### src/rtl/imem_prog_encoder.sv
// imem_prog_encoder: packs decoded op descriptors into RV32I words and streams them into imem.
// Optional macro IMM_RANGE_CHECK_EN flags immediates that do not fit their field as illegal.
module imem_prog_encoder #(
    parameter int ADDR_W    = 8,
    parameter int BASE_ADDR = 0
) (
    input  logic              clk,
    input  logic              rst_n,
    input  logic              start,
    input  logic              in_valid,
    output logic              in_ready,
    input  logic              in_last,
    input  logic [2:0]        in_kind,
    input  logic [3:0]        in_aluop,
    input  logic [4:0]        in_rd,
    input  logic [4:0]        in_rs1,
    input  logic [4:0]        in_rs2,
    input  logic [31:0]       in_imm,
    output logic              imem_we,
    output logic [ADDR_W-1:0] imem_addr,
    output logic [31:0]       imem_wdata,
    output logic              busy,
    output logic              done,
    output logic              err,
    output logic              overflow,
    output logic [ADDR_W:0]   count
);

    typedef enum logic [1:0] {
        IDLE = 2'd0,
        RUN  = 2'd1,
        DONE = 2'd2
    } state_t;

    localparam logic [ADDR_W-1:0] BASE = ADDR_W'(BASE_ADDR);
    localparam logic [ADDR_W-1:0] LAST = '1;
    localparam logic [31:0]       NOP  = 32'h0000_0013;

    localparam logic [2:0] K_R     = 3'd0;
    localparam logic [2:0] K_I     = 3'd1;
    localparam logic [2:0] K_LW    = 3'd2;
    localparam logic [2:0] K_SW    = 3'd3;
    localparam logic [2:0] K_BEQ   = 3'd4;
    localparam logic [2:0] K_AUIPC = 3'd5;
    localparam logic [2:0] K_LUI   = 3'd6;
    localparam logic [2:0] K_JAL   = 3'd7;

    state_t            state;
    state_t            state_nx;
    logic [ADDR_W-1:0] ptr;
    logic              full;
    logic              last_seen;
    logic              accept;
    logic              finish;
    logic [31:0]       enc;
    logic              op_bad;
    logic              imm_bad;
    logic              is_shift;
    logic              r_legal;
    logic [2:0]        f3;

    assign accept   = in_valid && in_ready;
    assign finish   = (state == RUN) && (full || last_seen);
    assign f3       = in_aluop[2:0];
    assign is_shift = (f3 == 3'b001) || (f3 == 3'b101);

    // R-type accepts add/sub, the six plain funct3 ops, and srl/sra
    assign r_legal  = !in_aluop[3] || (in_aluop == 4'b1000) ||
                      (in_aluop == 4'b1101);

    // State register
    always_ff @(posedge clk or negedge rst_n) begin
        if (!rst_n) begin
            state <= IDLE;
        end else begin
            state <= state_nx;
        end
    end

    // Next-state logic; start is only looked at in IDLE and DONE
    always_comb begin
        state_nx = state;
        unique case (state)
            IDLE: if (start) state_nx = RUN;
            RUN:  if (finish) state_nx = DONE;
            DONE: if (!start) state_nx = IDLE;
            default: state_nx = IDLE;
        endcase
    end

    // Moore outputs decoded from state and the fill/last flags
    always_comb begin
        busy     = (state == RUN);
        done     = (state == DONE);
        in_ready = (state == RUN) && !full && !last_seen;
    end

    // Instruction packing and opcode/aluop legality
    always_comb begin
        enc    = NOP;
        op_bad = 1'b0;
        case (in_kind)
            K_R: begin
                op_bad = !r_legal;
                enc = {in_aluop[3] ? 7'h20 : 7'h00, in_rs2, in_rs1,
                       f3, in_rd, 7'h33};
            end
            K_I: begin
                op_bad = in_aluop[3] && (f3 != 3'b101);
                if (is_shift) begin
                    enc = {1'b0, in_aluop[3], 5'b0, in_imm[4:0],
                           in_rs1, f3, in_rd, 7'h13};
                end else begin
                    enc = {in_imm[11:0], in_rs1, f3, in_rd, 7'h13};
                end
            end
            K_LW: begin
                enc = {in_imm[11:0], in_rs1, 3'b010, in_rd, 7'h03};
            end
            K_SW: begin
                enc = {in_imm[11:5], in_rs2, in_rs1, 3'b010,
                       in_imm[4:0], 7'h23};
            end
            K_BEQ: begin
                enc = {in_imm[12], in_imm[10:5], in_rs2, in_rs1, 3'b000,
                       in_imm[4:1], in_imm[11], 7'h63};
            end
            K_AUIPC: begin
                enc = {in_imm[31:12], in_rd, 7'h17};
            end
            K_LUI: begin
                enc = {in_imm[31:12], in_rd, 7'h37};
            end
            K_JAL: begin
                enc = {in_imm[20], in_imm[10:1], in_imm[11],
                       in_imm[19:12], in_rd, 7'h6F};
            end
            default: begin
                enc    = NOP;
                op_bad = 1'b1;
            end
        endcase
    end

`ifdef IMM_RANGE_CHECK_EN
    logic fit12;
    logic fit13;
    logic fit21;

    // Signed-fit tests: all bits above the field's sign bit match it
    always_comb begin
        fit12 = (&in_imm[31:11]) || !(|in_imm[31:11]);
        fit13 = (&in_imm[31:12]) || !(|in_imm[31:12]);
        fit21 = (&in_imm[31:20]) || !(|in_imm[31:20]);
    end

    // Per-kind immediate range violations
    always_comb begin
        imm_bad = 1'b0;
        case (in_kind)
            K_I:     imm_bad = is_shift ? (|in_imm[31:5]) : !fit12;
            K_LW:    imm_bad = !fit12;
            K_SW:    imm_bad = !fit12;
            K_BEQ:   imm_bad = !fit13 || in_imm[0];
            K_AUIPC: imm_bad = |in_imm[11:0];
            K_LUI:   imm_bad = |in_imm[11:0];
            K_JAL:   imm_bad = !fit21 || in_imm[0];
            default: imm_bad = 1'b0;
        endcase
    end
`else
    assign imm_bad = 1'b0;
`endif

    // Write pipeline, address pointer and sticky status
    always_ff @(posedge clk or negedge rst_n) begin
        if (!rst_n) begin
            ptr        <= BASE;
            full       <= 1'b0;
            last_seen  <= 1'b0;
            count      <= '0;
            err        <= 1'b0;
            overflow   <= 1'b0;
            imem_we    <= 1'b0;
            imem_addr  <= BASE;
            imem_wdata <= '0;
        end else begin
            imem_we <= accept;
            if ((state == IDLE) && start) begin
                ptr       <= BASE;
                full      <= 1'b0;
                last_seen <= 1'b0;
                count     <= '0;
                err       <= 1'b0;
                overflow  <= 1'b0;
            end
            if (accept) begin
                imem_addr  <= ptr;
                imem_wdata <= (op_bad || imm_bad) ? NOP : enc;
                count      <= count + 1'b1;
                if (op_bad || imm_bad) err <= 1'b1;
                if (in_last) last_seen <= 1'b1;
                // Pointer parks on the top word; full blocks further beats
                if (ptr == LAST) begin
                    full <= 1'b1;
                end else begin
                    ptr <= ptr + 1'b1;
                end
            end
            if (finish && full && !last_seen) overflow <= 1'b1;
        end
    end

endmodule

### config.mk
export PLATFORM = sky130hd
export DESIGN_NAME = imem_prog_encoder
export DESIGN_NICKNAME = d
export VERILOG_FILES = /design/src/rtl/imem_prog_encoder.sv
export SDC_FILE = /design/constraint.sdc
export NUM_CORES = 1
export LEC_CHECK = 0
export ABC_CLOCK_PERIOD_IN_PS = 5250
export CAP_MARGIN = 30
export CORE_ASPECT_RATIO = 2
export CORE_UTILIZATION = 49
export DETAILED_ROUTE_END_ITERATION = 10
export HOLD_SLACK_MARGIN = 0.08
export PLACE_DENSITY = 0.86
export SYNTH_ARGS = -nofsm -noshare
export SYNTH_HDL_FRONTEND = slang
export SYNTH_SLANG_ARGS = --single-unit
### constraint.sdc
create_clock -name clk -period 5.25 [get_ports clk]
set_clock_uncertainty 0.1 [all_clocks]
set_input_delay 0.525 -clock clk [delete_from_list [all_inputs] [get_ports clk]]
set_output_delay 0.525 -clock clk [all_outputs]
set_load 0.01 [all_outputs]
Word level (Yosys, flattened, before mapping):

Index checks and enable logic that the tools add are counted.

* register bits after elaboration: 64
* input bits: 59
* output and inout bits: 55
* word-level logic and storage cells: 76

* add/subtract/negate cells: 2
* equality and inequality tests: 18
* multiplexer cells: 25
* reductions and logical operators: 21

Operators by type and width (number)
* 32-bit one-hot mux with 8 select lines: 1
* 32-bit two-way mux: 2
* 8-bit two-way mux: 3
* 9-bit two-way mux: 2
* 3-bit == test, second input constant: 5
* 1-bit two-way mux: 11
* 9-bit by 1-bit adder with 9-bit output, second input constant: 1
* 8-bit by 1-bit adder with 8-bit output, second input constant: 1
* 4-bit == test, second input constant: 2
* 8-bit == test, second input constant: 1
* 1-bit logical AND: 8
* 3-bit by 1-bit == test with 1-bit output, second input constant: 2
* 3-bit by 2-bit == test with 1-bit output, second input constant: 2
* 2-bit two-way mux: 3
* 6-bit two-way mux: 1
* 2-bit one-hot mux with 3 select lines: 1
* 1-bit logical NOT: 4
* 1-bit logical OR: 4
* 2-bit inequality test, second input constant: 2
* 2-bit nonzero test: 2
* 3-bit logical NOT: 1
* 3-bit inequality test, second input constant: 1
* 3-bit AND reduction: 1
* 2-bit by 1-bit == test with 1-bit output, second input constant: 1
* other kinds (4): 4

Depth between registers and ports, before layout:

* depth after elaboration: 7
* depth in mapped cells: 6

Worst setup path after synthesis:

No wires, ideal clock.

* kind: input to register
* start: in in_kind[2]
* end: reg imem_wdata[13]
* library setup time: 0.118 ns
* arrival time: 1.783 ns
* data required time: 5.032 ns
* setup slack: 3.249 ns
* cell stages on the path: 6
* cells stage by stage: buf_2 or2_1 a2111oi_1 buf_2 a2111oi_0 a21o_1

* word-level cells in the longest chain between the ends: 3
* elaborated cells on any way between the ends: 11
* those cells by class: 7 x eq/ne; 3 x mux; 1 x reduce/logical

RTL lines
* from (decl): line 13 `input logic [2:0] in_kind,`
* 3-bit == test (tied with other cells): line 102 `case (in_kind)`
* 32-bit one-hot mux with 8 select lines / 1-bit one-hot mux with 2 select lines (equally long branches): line 102
* 32-bit two-way mux *: line 199 `imem_wdata <= (op_bad || imm_bad) ? NOP : enc;`
* to (signal assigned): line 199
* to (decl): line 21 `output logic [31:0] imem_wdata,`

Mark *: on every way between the ends. The rest lies on a longest branch, timed or not.
A chain may end at the register's enable or synchronous reset.

Worst setup path in the final report:

* start: in in_valid
* end: reg imem_wdata[21]

* word-level cells in the longest chain between the ends: 1

RTL lines
* from (decl): line 10 `input logic in_valid,`
* 1-bit logical AND: line 62 `assign accept = in_valid && in_ready;`

Every way passes these cells.

==> impl_metrics.yaml <==
timing:
  setup_violations: 0
  period_minus_slack_ns: 3.18
  min_period_over_period: 0.606
  max_freq_mhz: 314
  slew_headroom: 0.454
  setup-tns-final_ns: 0
  finalHoldViolCount: 0
  rsz0062_at_grt: "false"
  final-max-slew-violation-count: 0
  worst_pin_slew_ns: 0.815
  timing.final.ws_setup_ns: 2.07
finish:
  final_nets: 506
  antenna_cells: 0
  n_fill_cell: 475
  layout_common_cells: "clkdlybuf4s50_1, nand2_1, dfrtp_1, o21ai_0, mux2i_1"
  mostFrequentLayoutCell: "clkdlybuf4s50_1"
  multiInputGateArea_sq_um: 1580
  regArea_sq_um: 1580
  syn_to_final_growth_pct: 45.9
  layout-drive-gt1-share: 0.0756
drt:
  via_per_inst: 5.78
  postRouteAntennaNets: 0
  vias: 3098
  drc: 0
  wl_per_cell_um: 17.3
  drt_iter0_drc: 149
  first_pass_iters: 4
  routed_wirelength_um: 9280
floorplanning:
  die_h_um: 118
  initial_core_util: 0.512
  ioPinCount: 114
  fp-row-count: 41
  dieArea_sq_um: 7050
  die_w_um: 59.9
  core-area_sq_um: 6410
worst_setup_path:
  worstPathMaxFanout: 66
  worstPathArrival_ns: 3.27
  crit_type: "primary input to flop"
  crit_path_end_kind: "flop"
  cp-start-kind: "primary input"
  r2r_slack_ns: 2.17
  critPathRequiredTime_ns: 5.34
pwr:
  p_per_area_nw_per_um2: 462
  leakagePower_uw: 0.00211
  vdd_ir_drop_max_uv: 281
cts:
  h-tree-depth: 3
  clk_pin_slew_worst_paths_ns: 0.05
  cts.hold.buffers_added: 0
  cts_buffer_depth: 2
  root_buffer: "clkbuf_16"
  cts_setup_buffers: 0
  cts_inserted_buffers: 9
  post_cts_resized: 0
  cts_tree: "yes"
  clkSinkCount: 63
  clkLatencyLatePin_ns: 0.33
global_routing:
  grt.overflow.total: 0
  grt_pass1_wl_um: 15200
  antenna_found_initial: 0
  grt_pass1_vias: 3235
  grt_start_max_net_pins: 67
  track_usage: 0.287
yosys:
  synthAdderAreaFrac: 0.00762
  synth_xor_area_frac: 0.00800
  synthSimpleGateAreaFrac: 0.200
  avgSynthCellArea_sq_um: 9.66
  ys_types: 54
  synth_nets: 401
  synth_compound_area_frac: 0.184
  synth-edff-count: 0
  yosysTopAreaCellShare: 0.480
  ys.flop_type: "dfrtp_1"
  synth_top_family_by_area: "simple AND/OR/NAND/NOR gates"
  ys_seq_elements: 63
  synthMuxAreaShare: 0.0785
  yosysSeqAreaShare: 0.480
  yosys.area.top_type: "dfrtp_1"
  ys_warn_count: 0
  synth_area_leaders: "dfrtp_1, nand2_1, mux2i_1, o21ai_0, a22oi_1"
  synth-async-reset-ratio: 1.00
  synth.cell_area_sq_um: 3280
  netlist_instances: 340
placement:
  hpwl_um: 6640
  pre_cts_slack_ns: 1.78
  port_buffers: 113
  gp_congestion: 0.787
min_path:
  hp-class: "primary input to asynchronous set/reset pin"
outcome:
  outcome: "finished, final reports clean"
run:
  maxCapViolCount: 0
cells by family after synthesis:
kind of cell    count (synthesis)
simple gates                  132
xor+xnor                        3
buf+inv                        29
compound gates                 86
mux                            25
flops                          63
fa+ha+maj                       2
power by group:
part / switching [uW] / total [uW] / internal, uW
Combinational: 390 / 790 / 400
Clock: 211 / 685 / 474
Sequential: 111 / 738 / 627
worst max-delay path: stages:
cell and delay, ns:
clkdlybuf4s50_1 0.51, nand2_2 0.10, buf_4 0.51, clkinv_1 0.85, nand2b_1 0.60, o21ai_0 0.16
layer usage:
metal / vias up / GRT usage / wire [um]
met1: 1535 / 0.300 / 3200
met5: - / 0 / 0
li1: 1437 / - / -
met2: 107 / 0.512 / 5410
met3: 19 / 0.0659 / 414
met4: 0 / 0.134 / 255
flip-flops by register name (all words and copies together) (netlist names):
register	flops
count	9
imem_addr	8
imem_we	1
overflow	1
state	2
ptr	8
err	1
last_seen	1
imem_wdata	31
full	1
cell type report:
cell class | count | share of cell area
multi-input cells | 248 | 0.329
inverters | 6 | 0.00470
repair buffers | 117 | 0.243
flip-flops and latches | 63 | 0.329
well taps | 86 | 0.0225
clock inverters | 6 | 0.0225
clock buffers | 10 | 0.0499
path summary, 6_finish.rpt:
check                             start              to  cells past startpoint
min                               rst_n   imem_wdata[8]                      2
min reg2reg                imem_addr[5]    imem_addr[5]                      2
min in group clk           imem_addr[5]    imem_addr[5]                      2
max                            in_valid  imem_wdata[21]                      6
max reg2reg                    state[0]  imem_wdata[21]                      6
max in group asynchronous         rst_n    imem_addr[4]                      2
through the flow:
step	instances	power [uW]	hold slack [ns]	cell area [sq um]	util
4_1_cts	536	2230	0.291	4790	0.747
6_report	536	2210	0.270	4790	0.747
5_1_grt	536	2320	0.332	4790	0.747
3_5_place_dp	520	1530	0.363	4450	0.693
2_1_floorplan	340	1120	0.129	3280	-
3_3_place_gp	519	1500	0.358	4430	0.691
cells in the mapped netlist (2+ instances only):
| library cell | count |
|---|---|
| inv_1 | 5 |
| nor4_1 | 2 |
| o31ai_1 | 8 |
| o21ai_0 | 32 |
| clkbuf_1 | 12 |
| buf_2 | 7 |
| or3_1 | 3 |
| and3_1 | 3 |
| buf_6 | 2 |
| nor2b_1 | 9 |
| dfrtp_1 | 63 |
| a32o_1 | 2 |
| a22o_1 | 3 |
| o211ai_1 | 4 |
| nand2_1 | 69 |
| nor3b_1 | 7 |
| a221oi_1 | 5 |
| o21bai_1 | 3 |
| o311ai_0 | 3 |
| nand4_1 | 4 |
| mux2_2 | 6 |
| xor2_1 | 2 |
| nor2_1 | 8 |
| a22oi_1 | 9 |
| ha_1 | 2 |
| a21oi_1 | 5 |
| nand2b_1 | 4 |
| a21o_1 | 3 |
| mux2i_1 | 19 |
| nand3_1 | 12 |
Power figures use the tool's default switching activity.
